<file path="src/rtl/hwpe_instr_seq.sv">
// hwpe_instr_seq
//   Sequencer that issues the HWPE custom-0 instruction stream in hardware.
//   Stream order: reset, wcfg, 4x wfad, ROWS*PES accumulator clears (wacc),
//   matrix, then one read-back phase per output tile (racc or relu).
//   Every instruction is one 96-bit beat {cmd_instr, cmd_rs1, cmd_rs2}.
// Ports
//   clk, rst_n          clock, asynchronous active-low reset
//   start               1-cycle pulse, latches cfg_*; ignored while busy
//   cfg_*               sequence configuration, sampled on start
//   cmd_valid/cmd_ready beat handshake towards the HWPE command port
//   cmd_instr/rs1/rs2   beat payload
//   busy                sequence in progress (PREP through DONE)
//   done                1-cycle pulse after the last beat is accepted
//   dbg_state           current FSM state
// Handshake: a beat transfers when cmd_valid && cmd_ready on a rising edge.
//   While cmd_valid is high and cmd_ready is low the payload holds stable,
//   and cmd_valid is never withdrawn before the beat transfers (except on reset).
module hwpe_instr_seq #(
  parameter int unsigned ROWS             = 8,
  parameter int unsigned PES              = 16,
  parameter logic [31:0] FMEM_ADDR2_START = 32'h0,
  parameter logic [6:0]  OPCODE           = 7'h0B
) (
  input  logic        clk,
  input  logic        rst_n,
  input  logic        start,
  input  logic [3:0]  cfg_kernel_size,
  input  logic [1:0]  cfg_data_type,
  input  logic        cfg_layer_type,
  input  logic        cfg_kernel_333,
  input  logic [4:0]  cfg_acc_shift,
  input  logic [9:0]  cfg_k_count,
  input  logic [15:0] cfg_h_count,
  input  logic [15:0] cfg_w_count,
  input  logic [15:0] cfg_h_stride,
  input  logic [15:0] cfg_w_stride,
  input  logic [15:0] cfg_ch_count,
  input  logic [15:0] cfg_w_offset,
  input  logic        cfg_relu,
  input  logic [31:0] cfg_relu_waddr,
  output logic        cmd_valid,
  input  logic        cmd_ready,
  output logic [31:0] cmd_instr,
  output logic [31:0] cmd_rs1,
  output logic [31:0] cmd_rs2,
  output logic        busy,
  output logic        done,
  output logic [3:0]  dbg_state
);

  localparam logic [2:0] ROW_LAST = 3'(ROWS - 1);
  localparam logic [4:0] PE_LAST  = 5'(PES - 1);

  typedef enum logic [3:0] {
    S_IDLE, S_PREP, S_RST, S_WCFG, S_WFAD, S_WACC, S_MATRIX, S_DRAIN, S_DONE
  } state_t;

  state_t state_q, state_d;

  // latched configuration
  logic [3:0]  ksize_q;
  logic [1:0]  dtype_q;
  logic        layer_q, k333_q, relu_q;
  logic [4:0]  shift_q;
  logic [9:0]  k_cnt_q;
  logic [15:0] h_cnt_q, w_cnt_q, h_str_q, w_str_q, ch_cnt_q, w_off_q;
  logic [31:0] waddr_q;

  // sequencing state
  logic [31:0] hc_q;    // h_count * h_stride
  logic [31:0] acc_q;   // j * hc, built by repeated addition across wfad beats
  logic [1:0]  wfad_q;
  logic [2:0]  row_q;
  logic [4:0]  pe_q;
  logic [9:0]  k_q;
  logic [15:0] h_q, w_q;

  logic xfer, row_last, pe_last, h_last, w_last, k_last, tile_last, beat_last, any_zero;
  logic [4:0] row_f;

  function automatic logic [31:0] enc(input logic [6:0] f7, input logic [4:0] rs2f,
                                      input logic [4:0] rs1f, input logic [2:0] x,
                                      input logic [4:0] rdf);
    return {f7, rs2f, rs1f, x, rdf, OPCODE};
  endfunction

  assign xfer      = cmd_valid && cmd_ready;
  assign row_last  = (row_q == ROW_LAST);
  assign pe_last   = (pe_q == PE_LAST);
  assign h_last    = (h_q == h_cnt_q - 16'd1);
  assign w_last    = (w_q == w_cnt_q - 16'd1);
  assign k_last    = (k_q == k_cnt_q - 10'd1);
  assign tile_last = k_last && w_last && h_last;
  // relu tiles are one beat per row; racc tiles walk every PE of every row
  assign beat_last = relu_q ? row_last : (row_last && pe_last);
  assign any_zero  = (k_cnt_q == '0) || (h_cnt_q == '0) || (w_cnt_q == '0);
  // the closing beat of every tile but the final one carries the tile-end marker
  assign row_f     = (beat_last && !tile_last) ? {2'b10, row_q} : {2'b00, row_q};
  assign dbg_state = state_q;

  always_comb begin
    state_d   = state_q;
    cmd_valid = 1'b0;
    cmd_instr = '0;
    cmd_rs1   = '0;
    cmd_rs2   = '0;
    busy      = (state_q != S_IDLE);
    done      = 1'b0;
    case (state_q)
      S_IDLE: if (start) state_d = S_PREP;
      S_PREP: state_d = S_RST;
      S_RST: begin
        cmd_valid = 1'b1;
        cmd_instr = enc(7'd64, 5'd0, 5'd0, 3'b000, 5'd0);
        if (xfer) state_d = S_WCFG;
      end
      S_WCFG: begin
        cmd_valid = 1'b1;
        cmd_instr = enc(7'd2, 5'd0, 5'd0, 3'b011, 5'd0);
        cmd_rs1   = {w_off_q, ch_cnt_q};
        cmd_rs2   = {9'b0, k_cnt_q, shift_q, k333_q, layer_q, dtype_q, ksize_q};
        if (xfer) state_d = S_WFAD;
      end
      S_WFAD: begin
        cmd_valid = 1'b1;
        cmd_instr = enc(7'd1, 5'd0, 5'd0, 3'b011, {2'b00, wfad_q, 1'b0});
        // 3x3x3 kernels only use the first two slot pairs
        if (!(k333_q && wfad_q[1])) begin
          cmd_rs1 = acc_q;
          cmd_rs2 = FMEM_ADDR2_START + acc_q;
        end
        if (xfer && wfad_q == 2'd3) state_d = S_WACC;
      end
      S_WACC: begin
        cmd_valid = 1'b1;
        cmd_instr = enc(7'd8, pe_q, 5'd0, 3'b010, {2'b00, row_q});
        if (xfer && row_last && pe_last) state_d = S_MATRIX;
      end
      S_MATRIX: begin
        cmd_valid = 1'b1;
        cmd_instr = enc(7'd4, 5'd0, 5'd0, 3'b011, 5'd0);
        cmd_rs1   = {w_cnt_q, h_cnt_q};
        cmd_rs2   = {w_str_q, h_str_q};
        if (xfer) state_d = any_zero ? S_DONE : S_DRAIN;
      end
      S_DRAIN: begin
        cmd_valid = 1'b1;
        if (relu_q) begin
          cmd_instr = enc(7'd32, row_f, 5'd0, 3'b010, 5'd0);
          cmd_rs1   = waddr_q;
        end else begin
          cmd_instr = enc(7'd16, pe_q, row_f, 3'b100, 5'd0);
        end
        if (xfer && beat_last && tile_last) state_d = S_DONE;
      end
      S_DONE: begin
        done    = 1'b1;
        state_d = S_IDLE;
      end
      default: state_d = S_IDLE;
    endcase
  end

  always_ff @(posedge clk or negedge rst_n) begin
    if (!rst_n) begin
      state_q  <= S_IDLE;
      ksize_q  <= '0;
      dtype_q  <= '0;
      layer_q  <= 1'b0;
      k333_q   <= 1'b0;
      relu_q   <= 1'b0;
      shift_q  <= '0;
      k_cnt_q  <= '0;
      h_cnt_q  <= '0;
      w_cnt_q  <= '0;
      h_str_q  <= '0;
      w_str_q  <= '0;
      ch_cnt_q <= '0;
      w_off_q  <= '0;
      waddr_q  <= '0;
      hc_q     <= '0;
      acc_q    <= '0;
      wfad_q   <= '0;
      row_q    <= '0;
      pe_q     <= '0;
      k_q      <= '0;
      h_q      <= '0;
      w_q      <= '0;
    end else begin
      state_q <= state_d;
      case (state_q)
        S_IDLE: if (start) begin
          ksize_q  <= cfg_kernel_size;
          dtype_q  <= cfg_data_type;
          layer_q  <= cfg_layer_type;
          k333_q   <= cfg_kernel_333;
          relu_q   <= cfg_relu;
          shift_q  <= cfg_acc_shift;
          k_cnt_q  <= cfg_k_count;
          h_cnt_q  <= cfg_h_count;
          w_cnt_q  <= cfg_w_count;
          h_str_q  <= cfg_h_stride;
          w_str_q  <= cfg_w_stride;
          ch_cnt_q <= cfg_ch_count;
          w_off_q  <= cfg_w_offset;
          waddr_q  <= cfg_relu_waddr;
        end
        S_PREP: begin
          hc_q   <= 32'(h_cnt_q) * 32'(h_str_q);
          acc_q  <= '0;
          wfad_q <= '0;
          row_q  <= '0;
          pe_q   <= '0;
        end
        S_WFAD: if (xfer) begin
          wfad_q <= wfad_q + 2'd1;
          acc_q  <= acc_q + hc_q;
        end
        S_WACC: if (xfer) begin
          if (pe_last) begin
            pe_q  <= '0;
            row_q <= row_last ? 3'd0 : row_q + 3'd1;
          end else begin
            pe_q <= pe_q + 5'd1;
          end
        end
        S_MATRIX: if (xfer) begin
          row_q <= '0;
          pe_q  <= '0;
          k_q   <= '0;
          h_q   <= '0;
          w_q   <= '0;
        end
        S_DRAIN: if (xfer) begin
          if (beat_last) begin
            row_q <= '0;
            pe_q  <= '0;
            // tile order: K outer, W middle, H inner
            if (h_last) begin
              h_q <= '0;
              if (w_last) begin
                w_q <= '0;
                k_q <= k_q + 10'd1;
              end else begin
                w_q <= w_q + 16'd1;
              end
            end else begin
              h_q <= h_q + 16'd1;
            end
          end else if (relu_q || pe_last) begin
            pe_q  <= '0;
            row_q <= row_q + 3'd1;
          end else begin
            pe_q <= pe_q + 5'd1;
          end
        end
        default: ;
      endcase
    end
  end

endmodule
</file>
<file path="config.mk">
export PLATFORM = sky130hd
export DESIGN_NAME = hwpe_instr_seq
export DESIGN_NICKNAME = d
export VERILOG_FILES = /design/src/rtl/hwpe_instr_seq.sv
export SDC_FILE = /design/constraint.sdc
export NUM_CORES = 1
export LEC_CHECK = 0
export CORE_MARGIN = 5
export CORE_UTILIZATION = 53
export DETAILED_ROUTE_END_ITERATION = 8
export HOLD_SLACK_MARGIN = 0.08
export PLACE_DENSITY = 0.79
export SETUP_SLACK_MARGIN = 0.4
export SKIP_CTS_REPAIR_TIMING = 1
export SYNTH_ARGS = -nofsm -noshare
export SYNTH_HDL_FRONTEND = slang
export SYNTH_SLANG_ARGS = --single-unit
</file>
<file path="constraint.sdc">
create_clock -name clk -period 5.7 [get_ports clk]
set_input_delay 0.855 -clock clk [delete_from_list [all_inputs] [get_ports clk]]
set_output_delay 0.855 -clock clk [all_outputs]
set_load 0.01 [all_outputs]
</file>
-- Word level (Yosys, flattened, before mapping)
Index checks and enable logic that the tools add are counted.
- register bits: 272
- bits in latches: 0
- memory bits (writable): 0
- bits in read-only memories: 0
- input bits: 156
- output and inout port bits: 103
- logic and storage cells: 149
- memories kept: 0
- add/subtract/negate cells: 10
- multiply operators: 1
- divide/modulo/power cells: 0
- order comparisons: 0
- equal/unequal tests: 29
- shift-type cells: 0
- multiplexer cells: 54
- bitwise operators: 0
- reduce and logical (&&, ||, !) cells: 32
- operator list (kind ; count):
    $pmux W32 S6 ; 1
    $mux W16 ; 8
    $pmux W32 S4 ; 1
    $mux W32 ; 3
    $pmux W32 S3 ; 1
    $pmux W16 S2 ; 2
    $pmux W32 S2 ; 1
    $mux W10 ; 5
    $mux W5 ; 7
    $add A16 B1 Y16 const B ; 2
    $add A32 B32 Y32 ; 1
    $eq A16 B16 Y1 ; 2
    $logic_not A16 Y1 ; 2
    $mul A16 B16 Y32 ; 1
    $mux W4 ; 8
    $pmux W4 S8 ; 1
    $sub A16 B1 Y16 const B ; 2
    $mux W31 ; 1
    $ne A2 B2 Y1 const B ; 14
    $mux W3 ; 7
    $pmux W10 S2 ; 1
    $pmux W5 S4 ; 1
    $eq A4 B3 Y1 const B ; 4
    $pmux W3 S4 ; 1
    29 further kinds ; 49

-- Depth between registers and ports, before layout
Gate-level depths: netlist of the first run.
- word-level depth: 9
- gate-level depth with buffers: 25

-- Worst setup path after synthesis of the first run
OpenSTA, ideal clock, no wires.
- kind: reg-to-reg
- from: register h_cnt_q[11]
- to: register hc_q[21]
- arrival: 6006 ps
- setup slack: -430 ps
- cell stages (with the launch flop): 22
- buffers on the path: 2
- clock period less this slack: 6130 ps
- path through: dfrtp_1 clkbuf_1 clkbuf_1 nand2_1 fa_1 fa_1 fa_1 inv_1 fa_1 fa_1 inv_1 fa_1 inv_1 ha_1 and3_1 and3_1 a2111o_1 a21oi_1 or2_2 a31oi_1 xor2_1 mux2_2
- word-level cells in the longest chain between the ends: 1
- ends and longest elaborated chain (item ; RTL line ; RTL):
    start: declaration ; 66 ; logic [15:0] h_cnt_q, w_cnt_q, h_str_q, w_str_q, ch_cnt_q, w_off_q;
    start signal: assignment ; 200 ; h_cnt_q <= cfg_h_count;
    $mul A16 B16 Y32 ; 209 ; hc_q <= 32'(h_cnt_q) * 32'(h_str_q);
    end signal: assignment ; 209 ;
    end: declaration ; 70 ; logic [31:0] hc_q;
Every way passes these cells.
A chain may end at the register's enable or synchronous reset.

-- Worst setup path after layout of the first run
- from: register h_cnt_q[12]
- to: register hc_q[26]
Same word-level chain as after synthesis.

==> results of run 1 <==
==> cell type report <==
cell class,count,area (um2)
Clock buffer,40,870
Inverter,269,1010
Multi-Input combinational cell,1843,15700
Fill cell,3488,15100
Antenna cell,2,5.00
Clock inverter,16,183
Sequential cell,272,6820
Tap cell,592,741
Timing Repair Buffer,391,3710
==> flip-flops by register name, indices dropped and copies added (netlist names), 16 cells and up <==
name and count:
acc_q 32, hc_q 32, waddr_q 32, ch_cnt_q 16, h_cnt_q 16, h_q 16, h_str_q 16, w_cnt_q 16
w_off_q 16, w_q 16, w_str_q 16
==> path summary, 6_finish.rpt <==
check	depth (start not counted)	to	start	slack (ns)
setup / recovery	22	hc_q[26]	h_cnt_q[12]	-0.32
hold / removal	1	w_str_q[6]	rst_n	0.35
setup reg to reg	22	hc_q[26]	h_cnt_q[12]	-0.32
hold reg to reg	2	hc_q[0]	hc_q[0]	0.48
max in group asynchronous	2	ksize_q[1]	rst_n	3.96
min in group clk	2	hc_q[0]	hc_q[0]	0.48
==> cells in the mapped netlist (6+ instances only) <==
master      n
o21bai_1   13
o31ai_1    16
or4_1      11
o21ai_0   124
nand2b_1   20
xnor2_1    64
fa_1      195
a222oi_1   32
xor2_1     51
buf_1      12
nand3_1    86
a22oi_1    24
nand2_1   357
and3_1     20
dfrtp_1   272
buf_4      10
inv_1     269
nand4_1    15
or3_1       9
mux2_2    156
nor2_1     90
nor3b_1     6
nor3_1     36
nor4_1     11
nor2b_1    10
a21o_1     21
a21oi_1    71
o21a_1      9
and2_1    128
clkbuf_1  117
ha_1      150
a211oi_1    9
a31oi_1    15
==> metrics by stage <==
step	util (%)	setup slack, ns
6_report	65.8	-0.317
5_1_grt	65.8	-0.520
4_1_cts	64.7	-0.348
3_5_place_dp	62.3	-0.282
3_3_place_gp	62.3	-0.199
2_1_floorplan	-	0.0198
==> layout by cell type, fill, tap and decap left out, types with 85 or more instances in the layout <==
cell type / count
nand3_1: 85
fa_1: 188
clkdlybuf4s50_1: 249
buf_4: 119
nor2_1: 87
inv_1: 258
dfrtp_1: 263
nand2_1: 349
o21ai_0: 109
and2_1: 118
ha_1: 139
mux2_2: 155
==> logic make-up (layout without fill, tap and decap cells) <==
family                   Yosys count  count (layout)
AO/OA/AOI/OAI                    392             392
flip-flops                       272             272
other                              1               9
AND/OR/NAND/NOR                  822             822
adder cells (fa/ha/maj)          345             345
multiplexers                     161             161
buffers and inverters            414             716
XOR/XNOR                         116             116
==> routing by layer <==
metal	global-route usage (%)	routed length, um
met5	0.293	27
met1	38.8	30000
met3	5.51	6160
met2	49.0	35900
met4	11.0	3270
==> flow_metrics.env, run 1 <==
export IMPL_crit_slowest_cell="fa_1"
export IMPL_yosys_most_used_dff="dfrtp_1"
export IMPL_worstSkewPairLatency_ns=0.59
export IMPL_stdcell_count=3425
export IMPL_cts_tree="built"
export IMPL_vias=20284
export IMPL_synth_cells=2523
export IMPL_routedWlPerCell_um=22.0
export IMPL_drv_cap=0
export IMPL_setup_ws_ns=-0.317
export IMPL_grt_overflow=0
export IMPL_critPathMaxStageDelay_ns=0.56
export IMPL_maxSlewHeadroom_pct=25.9
export IMPL_postRouteAntennaNets=0
export IMPL_pin_count=259
export IMPL_gp_congestion=0.955
export IMPL_finalWirelength_um=75300
export IMPL_rows=77
export IMPL_die_area_um2=48900
export IMPL_yosysTopAreaCell="dfrtp_1"
export IMPL_synth_top_family_by_area="adder cells"
export IMPL_path_common_cell="fa_1"
export IMPL_fmax_mhz=166
export IMPL_crit_fanout=6
export IMPL_rsz0062_at_grt="true"
export IMPL_initial_core_util_pct=53.5
export IMPL_fp_dieH_um=221
export IMPL_cts_made_buffers=31
export IMPL_crit_path_end_kind="flop"
export IMPL_synth_simple_area_share_pct=16.8
export IMPL_area_growth_pct=23.0
export IMPL_skew_ns=0.0221
export IMPL_yosys_top_cells_area="dfrtp_1, fa_1, ha_1"
export IMPL_post_route_cells_drive_above_1_share_pct=16.6
export IMPL_cp_cell_sequence="buf_4 -> and2_4 -> fa_1 -> inv_1 -> fa_1 -> inv_2 -> fa_1 -> fa_2 -> fa_1 -> inv_1 -> fa_1 -> inv_2 -> ha_4 -> buf_4 -> a21oi_4 -> o22ai_2 -> o41ai_2 -> nor4b_4 -> nor2_1 -> buf_4 -> xnor2_1 -> o21ai_0"
export IMPL_synth_edff_count=0
export IMPL_startpoint_type="flop"
export IMPL_synth_avg_cell_area_um2=9.36
export IMPL_synth_seq_cells=272
export IMPL_worst_pin_slew_ns=1.11
export IMPL_async_reset_ff_share_pct=100
export IMPL_root_buffer="clkbuf_16"
export IMPL_fin_area_um2=29100
export IMPL_violations="negative setup slack"
export IMPL_netlist_area_um2=23600
export IMPL_period_needed_ns=6.02
export IMPL_cts_sinks=272
export IMPL_grt_pass1_wl_um=117000
export IMPL_synth_top_area_share_pct=28.8
export IMPL_design_core_area_um2=44100
export IMPL_grt_use_total_pct=29.5
export IMPL_synthAdderAreaFrac_pct=24.5
export IMPL_drcViolationCount=0
export IMPL_hold_viol_final=0
export IMPL_ys_warn_count=0
export IMPL_path_delay_family="adder cells"
export IMPL_synth_compound_area_share_pct=11.1
export IMPL_first_pass_iters=6
export IMPL_crit_required_ns=6.10
export IMPL_whs_ns=0.351
export IMPL_synthXorXnorAreaFrac_pct=4.36
export IMPL_antenna_found_initial=5
export IMPL_drv_slew=0
export IMPL_yosysSeqAreaShare_pct=28.8
export IMPL_dpl_cell_count=3352
export IMPL_post_dp_hpwl_um=57300
export IMPL_post_drt_via_cell_ratio=5.92
export IMPL_ys_types=80
export IMPL_grt_pass1_vias=21042
export IMPL_numPortBuffers=251
export IMPL_outcome="finished, violations left"
export IMPL_initialDrtViolationCount=2071
export IMPL_synth_area_mux_share_pct=7.65
export IMPL_clk_pin_slew_worst_paths_ns=0.07
export IMPL_fin_crit_sh_pct=106
export IMPL_critPathBufInv=7
export IMPL_grt_max_degree=110
export IMPL_placed_area_um2=27500
export IMPL_die_w_um=221
export IMPL_hold_class="in2async"
export IMPL_setup_viol=16
export IMPL_nets=3309
export IMPL_tns_ns=-3.55
export IMPL_h_tree_depth=1
export IMPL_clock_path_buffers=3
export IMPL_path_class="reg2reg"
export IMPL_worst_ep_arrival_time_ns=6.42
Power of run 1 is not shown: default switching activity piles up to over one toggle a cycle in this logic, so the estimate is an artifact.
==> run 2: changes to the inputs <==
--- a/config.mk
+++ b/config.mk
@@ -10,7 +10,7 @@
 export DETAILED_ROUTE_END_ITERATION = 8
 export HOLD_SLACK_MARGIN = 0.08
 export PLACE_DENSITY = 0.79
-export SETUP_SLACK_MARGIN = 0.4
+export SETUP_SLACK_MARGIN = 0.5
 export SKIP_CTS_REPAIR_TIMING = 1
 export SYNTH_ARGS = -nofsm -noshare
 export SYNTH_HDL_FRONTEND = slang
==> run 2 against run 1 <==
Net effect:
- die area unchanged
- via count is 0.71% lower
- final cell count rose by 0.12%
- first-iteration DRC count is 22% lower
- the flow still finishes with violations (negative setup slack)
- register-to-register slack gained 0.09 ns
- non-clock buffer count is 5 higher
- clock-buffer cell count fell by 3
- maximum frequency is 1.5% higher
- sequential cell count is the same
- sequential share of layout area down 0.15 points
- largest cell class unchanged
- clock skew is 0.0073 ns lower
==> flow_metrics.env, run 2 (synthesis gave the netlist of run 1 again) <==
export IMPL_outcome="finished, violations left"
export IMPL_violations="negative setup slack"
export IMPL_final_common_cell="nand2_1"
export IMPL_pre_cts_slack_ns=-0.317
export IMPL_r2r_end="hc_q[30]"
export IMPL_r2r_setup_slack_ns=-0.23
export IMPL_grt_max_degree=153
export IMPL_setup_ws_ns=-0.231
export IMPL_crit_required_ns=6.13
export IMPL_grt_pass1_wl_um=116000
export IMPL_antenna_found_initial=6
export IMPL_initial_core_util_pct=53.5
export IMPL_routedWlPerCell_um=21.6
export IMPL_finalWirelength_um=74000
export IMPL_register_area_um2=6820
export IMPL_grt_use_total_pct=29.3
export IMPL_pin_count=259
export IMPL_skew_ns=0.0148
export IMPL_fp_dieH_um=221
export IMPL_n_fill_cell=3507
export IMPL_grt_pass1_vias=20886
export IMPL_multi_input_area_um2=15800
export IMPL_post_drt_via_cell_ratio=5.87
export IMPL_hold_class="in2async"
export IMPL_setup_viol=14
export IMPL_reg2reg_from="h_cnt_q[6]"
export IMPL_layout_common_cells="nand2_1, dfrtp_1, inv_1"
export IMPL_fin_util_pct=66.3
export IMPL_vias=20140
export IMPL_initialDrtViolationCount=1619
export IMPL_path_common_cell="fa_1"
export IMPL_fmax_mhz=169
export IMPL_path_delay_family="adder cells"
export IMPL_postRouteAntennaNets=0
export IMPL_cp_cell_sequence="buf_4 -> nand2_1 -> fa_1 -> inv_1 -> fa_1 -> fa_1 -> fa_1 -> fa_1 -> inv_1 -> fa_1 -> inv_1 -> ha_4 -> nand4_1 -> nor2_1 -> nand2_1 -> a2111oi_4 -> nor4b_4 -> o31ai_1 -> a21oi_1 -> xnor2_1 -> o21ai_1"
export IMPL_hold_viol_final=0
export IMPL_rows=77
export IMPL_drv_slew=0
export IMPL_cts_tree="built"
export IMPL_drv_cap=0
export IMPL_rsz0062_at_grt="true"
export IMPL_nets=3314
export IMPL_cts_made_buffers=31
export IMPL_worstSkewPairLatency_ns=0.58
export IMPL_reg_top3="acc_q (32), hc_q (32), waddr_q (32)"
export IMPL_crit_fanout=12
export IMPL_drcViolationCount=0
export IMPL_area_growth_pct=23.9
export IMPL_crit_path_end_kind="flop"
export IMPL_path_class="reg2reg"
export IMPL_startpoint_type="flop"
export IMPL_stdcell_count=3429
export IMPL_dpl_cell_count=3357
export IMPL_design_core_area_um2=44100
export IMPL_critPathMaxStageDelay_ns=0.55
export IMPL_critPathBufInv=4
export IMPL_fin_crit_sh_pct=104
export IMPL_gp_congestion=0.928
export IMPL_tns_ns=-1.56
export IMPL_clock_path_buffers=3
export IMPL_first_pass_iters=6
export IMPL_grt_overflow=0
export IMPL_reg2reg_depth=21
export IMPL_worst_pin_slew_ns=1.13
export IMPL_post_route_cells_drive_above_1_share_pct=17.2
export IMPL_root_buffer="clkbuf_16"
export IMPL_die_area_um2=48900
export IMPL_h_tree_depth=1
export IMPL_crit_slowest_cell="fa_1"
export IMPL_maxSlewHeadroom_pct=24.2
export IMPL_worst_ep_arrival_time_ns=6.36
export IMPL_numPortBuffers=251
export IMPL_cts_sinks=272
export IMPL_die_w_um=221
export IMPL_post_dp_hpwl_um=57400
export IMPL_period_needed_ns=5.93
export IMPL_clk_pin_slew_worst_paths_ns=0.06
run 2: changes by cell type in the layout (fill, tap and decap cells not counted), moves of 3 or more:
cell	previous run	this run
buf_6	14	18
buf_12	6	3
buf_4	119	123
a21oi_2	8	11
a21oi_1	61	58
xnor2_2	2	5
inv_6	3	0
bufinv_16	3	7
run 2: metrics by stage:
step	hold WS (ns)	area, um2
floorplan	0.445	24000
global placement	0.458	27500
detailed placement	0.475	27500
CTS	0.226	28600
global route	0.241	29200
finish	0.218	29200
run 2: final cells by class:
class / instances / share of cell area [%]
multi-input combinational: 1843 / 54.1
sequential: 272 / 23.3
timing repair buffer: 396 / 12.7
inverter: 269 / 3.45
clock buffer: 37 / 2.87
tap: 592 / 2.53
clock inverter: 19 / 0.997
antenna: 1 / 0.00856
run 2: worst reg2reg max path, cell delays in order (launching register included):
cell and delay [ns]:
dfrtp_1 0.42, buf_4 0.25, nand2_1 0.11, fa_1 0.55, inv_1 0.06, fa_1 0.55, fa_1 0.46, fa_1 0.50
fa_1 0.50, inv_1 0.05, fa_1 0.47, inv_1 0.07, ha_4 0.29, nand4_1 0.17, nor2_1 0.20, nand2_1 0.11
a2111oi_4 0.31, nor4b_4 0.10, o31ai_1 0.26, a21oi_1 0.12, xnor2_1 0.17, o21ai_1 0.08
run 2: worst max path at each step:
stage	slack, ns	cells past startpoint	startpoint	endpoint
finish	-0.23	21	h_cnt_q[6]	hc_q[30]
global route	-0.39	22	h_str_q[4]	hc_q[31]
CTS	-0.32	20	h_cnt_q[7]	hc_q[30]
detailed placement	-0.32	20	h_cnt_q[7]	hc_q[28]
global placement	-0.16	20	h_cnt_q[7]	hc_q[28]
floorplan	0.02	22	h_cnt_q[9]	hc_q[21]
run 2: per-layer routing:
metal / routed length, um / vias up / GRT usage, % / share of wire (%)
met1: 29300 / 10061 / 38.3 / 40
met4: 3130 / 6 / 10.3 / 4.2
met5: 37 / - / 0 / 0.050
met2: 35100 / 859 / 48.1 / 47
li1: - / 9057 / - / -
met3: 6410 / 157 / 6.97 / 8.7
Power of run 2 is left out for the same reason.
==> run 3: changes to the inputs <==
--- a/config.mk
+++ b/config.mk
@@ -10,6 +10,7 @@
 export DETAILED_ROUTE_END_ITERATION = 8
 export HOLD_SLACK_MARGIN = 0.08
 export PLACE_DENSITY = 0.79
+export REMOVE_ABC_BUFFERS = 1
 export SETUP_SLACK_MARGIN = 0.5
 export SKIP_CTS_REPAIR_TIMING = 1
 export SYNTH_ARGS = -nofsm -noshare
==> run 3 against run 2 <==
Net effect:
- the flow still finishes with violations (negative setup slack)
- cell area is 0.32% higher
- worst hold slack better by 0.068 ns
- final cell count increased by 0.67%
- global-route usage shrank 1.7 points
- clock-buffer cell count increased by 9
- sequential share of layout area hardly changed
- first-iteration DRC count down 4.3%
- maximum frequency is 3.0% lower
- non-clock buffer count up 18
- wire length decreased by 6.4%
- critical path depth rose by 3
==> flow_metrics.env, run 3 (synthesis gave the netlist of run 1 again) <==
export IMPL_h_tree_depth=2
export IMPL_die_w_um=221
export IMPL_fin_crit_sh_pct=107
export IMPL_placed_area_um2=27400
export IMPL_hold_viol_final=0
export IMPL_drv_slew=0
export IMPL_setup_ws_ns=-0.414
export IMPL_worstSkewPairLatency_ns=0.56
export IMPL_setup_viol=13
export IMPL_antenna_cells=0
export IMPL_initial_core_util_pct=53.5
export IMPL_routedWlPerCell_um=20.0
export IMPL_clock_path_buffers=3
export IMPL_cts_sinks=272
export IMPL_reg2reg_depth=24
export IMPL_antenna_found_initial=0
export IMPL_crit_fanout=9
export IMPL_rows=77
export IMPL_post_route_cells_drive_above_1_share_pct=18.0
export IMPL_drcViolationCount=0
export IMPL_rsz0062_at_grt="true"
export IMPL_crit_required_ns=6.12
export IMPL_hold_class="in2async"
export IMPL_maxSlewHeadroom_pct=27.4
export IMPL_reg_top3="acc_q (32), hc_q (32), waddr_q (32)"
export IMPL_skew_ns=0.0337
export IMPL_period_needed_ns=6.11
export IMPL_fmax_mhz=164
export IMPL_grt_overflow=0
export IMPL_path_class="reg2reg"
export IMPL_cts_made_buffers=35
export IMPL_drv_cap=0
export IMPL_outcome="finished, violations left"
export IMPL_worst_ep_arrival_time_ns=6.53
export IMPL_post_drt_via_cell_ratio=5.84
export IMPL_grt_use_total_pct=27.6
export IMPL_gp_congestion=0.880
export IMPL_crit_cells=24
export IMPL_die_area_um2=48900
export IMPL_pre_cts_slack_ns=-0.565
export IMPL_grt_pass1_vias=21135
export IMPL_fp_dieH_um=221
export IMPL_critPathBufInv=7
export IMPL_first_pass_iters=6
export IMPL_path_delay_family="adder cells"
export IMPL_worst_pin_slew_ns=1.09
export IMPL_initialDrtViolationCount=1550
export IMPL_grt_max_degree=116
export IMPL_vias=20167
export IMPL_critPathMaxStageDelay_ns=0.57
export IMPL_r2r_setup_slack_ns=-0.41
export IMPL_root_buffer="clkbuf_16"
export IMPL_fin_area_um2=29300
export IMPL_postRouteAntennaNets=0
export IMPL_pin_count=259
export IMPL_area_growth_pct=24.3
export IMPL_finalWirelength_um=69200
export IMPL_path_common_cell="fa_1"
export IMPL_design_core_area_um2=44100
export IMPL_clk_pin_slew_worst_paths_ns=0.06
export IMPL_final_common_cell="nand2_1"
export IMPL_grt_pass1_wl_um=111000
export IMPL_crit_path_end_kind="flop"
export IMPL_violations="negative setup slack"
export IMPL_crit_slowest_cell="fa_1"
export IMPL_cts_tree="built"
export IMPL_startpoint_type="flop"
export IMPL_cp_cell_sequence="buf_4 -> buf_4 -> buf_4 -> and2_1 -> fa_1 -> fa_1 -> fa_1 -> fa_1 -> fa_1 -> inv_1 -> fa_1 -> inv_1 -> ha_4 -> nand2_2 -> nor2_2 -> nand2_2 -> a2111oi_4 -> buf_4 -> nor4b_4 -> buf_4 -> o31ai_2 -> a21oi_1 -> xnor2_1 -> o21ai_1"
export IMPL_layout_common_cells="nand2_1, inv_1, dfrtp_1"
export IMPL_nets=3336
export IMPL_numPortBuffers=251
export IMPL_post_dp_hpwl_um=52300
[run 3: final timing paths]
check,from,end
max,h_cnt_q[6],hc_q[30]
min,rst_n,waddr_q[18]
max reg2reg,h_cnt_q[6],hc_q[30]
min reg2reg,hc_q[0],hc_q[0]
max in group asynchronous,rst_n,h_str_q[4]
min in group clk,hc_q[0],hc_q[0]
[run 3: stage by stage]
stage | util [%] | instances | hold WS, ns | setup TNS [ns]
finish | 66.5 | 3452 | 0.286 | -2.84
global route | 66.5 | 3452 | 0.355 | -5.74
CTS | 64.7 | 3432 | 0.353 | -7.04
detailed placement | 62.1 | 3370 | 0.467 | -5.82
global placement | 62.1 | 3370 | 0.463 | -4.47
floorplan | - | 2384 | 0.445 | -14.93
[run 3: worst reg2reg max path, delay by kind of cell, from the launching register on]
family,cells,cell delay (ns)
xor+xnor,1,0.17
compound gates,4,0.71
flops,1,0.43
buf+inv,7,0.92
simple gates,5,0.51
fa+ha+maj,7,3.21
[run 3: final cells by class]
type	count	area [um2]
clock inverter	16	129
fill	3474	14800
multi-input combinational	1843	15800
tap	592	741
timing repair buffer	414	3850
sequential	272	6830
inverter	269	1010
clock buffer	46	1010
[run 3: layer usage]
layer | share of wire, % | global-route usage [%]
met2 | 50 | 47.7
met1 | 40 | 35.8
met5 | 0 | 0
met4 | 3.1 | 8.24
met3 | 7.1 | 4.76
Power of run 3 is left out for the same reason.
==> patch (flow settings as in run 1) <==
Change the parameter `ROWS` from 8 to 6.
--- a/src/rtl/hwpe_instr_seq.sv
+++ b/src/rtl/hwpe_instr_seq.sv
@@ -16,7 +16,7 @@
 //   While cmd_valid is high and cmd_ready is low the payload holds stable,
 //   and cmd_valid is never withdrawn before the beat transfers (except on reset).
 module hwpe_instr_seq #(
-  parameter int unsigned ROWS             = 8,
+  parameter int unsigned ROWS             = 6,
   parameter int unsigned PES              = 16,
   parameter logic [31:0] FMEM_ADDR2_START = 32'h0,
   parameter logic [6:0]  OPCODE           = 7'h0B
Function: same outputs for any inputs over 4 cycles, from zero or initial values and one cycle with rst_n low; that may be too few to reach the edited logic, so the function may still have changed.
==> patch against run 1 <==
- the flow still finishes with violations (setup timing)
- worst setup slack improved by 0.21 ns
- cell area increased by 1.4%
- wire length decreased by 0.83%
- fmax increased by 3.7%
- highest routed layer unchanged
- critical path depth decreased by 1
- area after synthesis increased by 0.33%
- sequential cell count unchanged
Power is left out: the tool's default activity adds up to more than one toggle a clock period on the data nets, which glitch-free logic cannot reach.
==> patch: results (changes against run 1) <==
DP Wirelength: 56.9 mm (-0.75%)
synthesized netlist cell count: 2521 (-0.079%)
top post-synthesis cells by area: dfrtp_1 (29%), fa_1 (16%), ha_1 (7.9%)
first-pass GRT wire length: 116 mm (-0.81%)
CTS Buf Count: 35 (+13%)
status: complete, but fails checks
via count: 20216 (-0.34%)
reg2reg start: h_str_q[4]$_DFFE_PN0P_
initial DRC count: 1601 (-23%)
final setup violating endpoints: 10 (-6)
share of cells above drive strength 1: 18.1% (+1.5 points)
CP max FO: 7 (+1)
FILL cells: 3394 (-2.7%)
gp weighted congestion: 0.956 (+0.13%)
R2R depth: 21 (-4.5%)
GR Util All Layers: 29.4% (-0.12 points)
FF-to-FF End: hc_q[24]$_DFFE_PN0P_
Post-synth top cells: nand2_1 (365), dfrtp_1 (272), inv_1 (267), fa_1 (195), mux2_2 (153)
vias in the first global route: 20962 (-0.38%)
failing checks: setup timing
later-pin clock latency in the skew report: 0.55 ns (-0.04 ns)
setup ws final: -0.103 ns (+0.214 ns)
Tightest Pin Transition: 1.14 ns (+0.0296 ns)
largest net degree at the start of global routing: 116 (+5.5%)
library cells used by synthesis: 82 (+2.5%)
nets: 3333 (+0.73%)
patch: metal layers:
layer  part of all wire (%)  GRT usage, %  vias to the layer above
met5                  0.074             0                        -
met2                     48          49.4                      842
met3                    7.9          6.61                      194
met4                    4.7          12.2                        8
li1                       -             -                     9061
met1                     39          36.9                    10111
patch: cell type report:
type / count / area (um^2) / share of cell area, %
inverters: 268 / 1010 / 3.41
multi-input cells: 1842 / 15900 / 54.0
repair buffers: 413 / 3870 / 13.1
clock buffers: 45 / 975 / 3.31
clock inverters: 17 / 136 / 0.463
flip-flops and latches: 272 / 6840 / 23.2
well taps: 592 / 741 / 2.51
diodes: 1 / 2.50 / 0.00849
patch: kinds of logic (layout without fill, tap and decap cells):
family	after synthesis	after routing	synth area share, %
AOI/OAI and AO/OA	372	372	10.8
xor gates and xnor gates	123	123	4.55
other	1	8	0.0158
muxes	164	164	7.74
buffers and inverters	413	743	6.78
DFF	272	272	28.7
adders and majority gates	345	345	24.4
and+or+nand+nor	831	831	17.0
patch: worst max-delay path, cell delays in order, from the launching register on:
cell	delay, ns
dfrtp_2	0.44
buf_6	0.15
nand2_1	0.08
fa_1	0.54
inv_1	0.06
fa_1	0.50
fa_1	0.53
inv_1	0.06
fa_1	0.55
fa_1	0.46
fa_2	0.56
inv_1	0.07
ha_4	0.16
a21o_1	0.16
a21o_1	0.19
a21oi_2	0.19
nor2_1	0.06
a311o_2	0.37
o21ai_1	0.14
nand2b_1	0.10
xnor2_2	0.15
o21ai_0	0.11
patch: stage by stage:
step           hold slack, ns  utilization [%]  worst slack (ns)  area, um^2  setup TNS (ns)
2_1_floorplan           0.445                -             0.209       24200               0
6_report                0.371             66.6            -0.103       29500          -0.517
5_1_grt                 0.436             66.6            -0.276       29500           -2.74
3_3_place_gp            0.467             62.7            -0.152       27700          -0.622
3_5_place_dp            0.474             62.7            -0.250       27700           -1.26
4_1_cts                 0.404             65.2            -0.280       28800           -1.94
patch: worst max-delay path by stage:
| stage | start | end | slack, ns | cells after the start |
|---|---|---|---|---|
| finish | h_str_q[4]$_DFFE_PN0P_ | hc_q[24]$_DFFE_PN0P_ | -0.10 | 21 |
| floorplan | h_cnt_q[5]$_DFFE_PN0P_ | hc_q[21]$_DFFE_PN0P_ | 0.21 | 22 |
| global placement | h_cnt_q[5]$_DFFE_PN0P_ | hc_q[21]$_DFFE_PN0P_ | -0.15 | 21 |
| detailed placement | h_cnt_q[5]$_DFFE_PN0P_ | hc_q[21]$_DFFE_PN0P_ | -0.25 | 21 |
| CTS | h_cnt_q[5]$_DFFE_PN0P_ | hc_q[21]$_DFFE_PN0P_ | -0.28 | 21 |
| global route | h_str_q[4]$_DFFE_PN0P_ | hc_q[30]$_DFFE_PN0P_ | -0.28 | 21 |
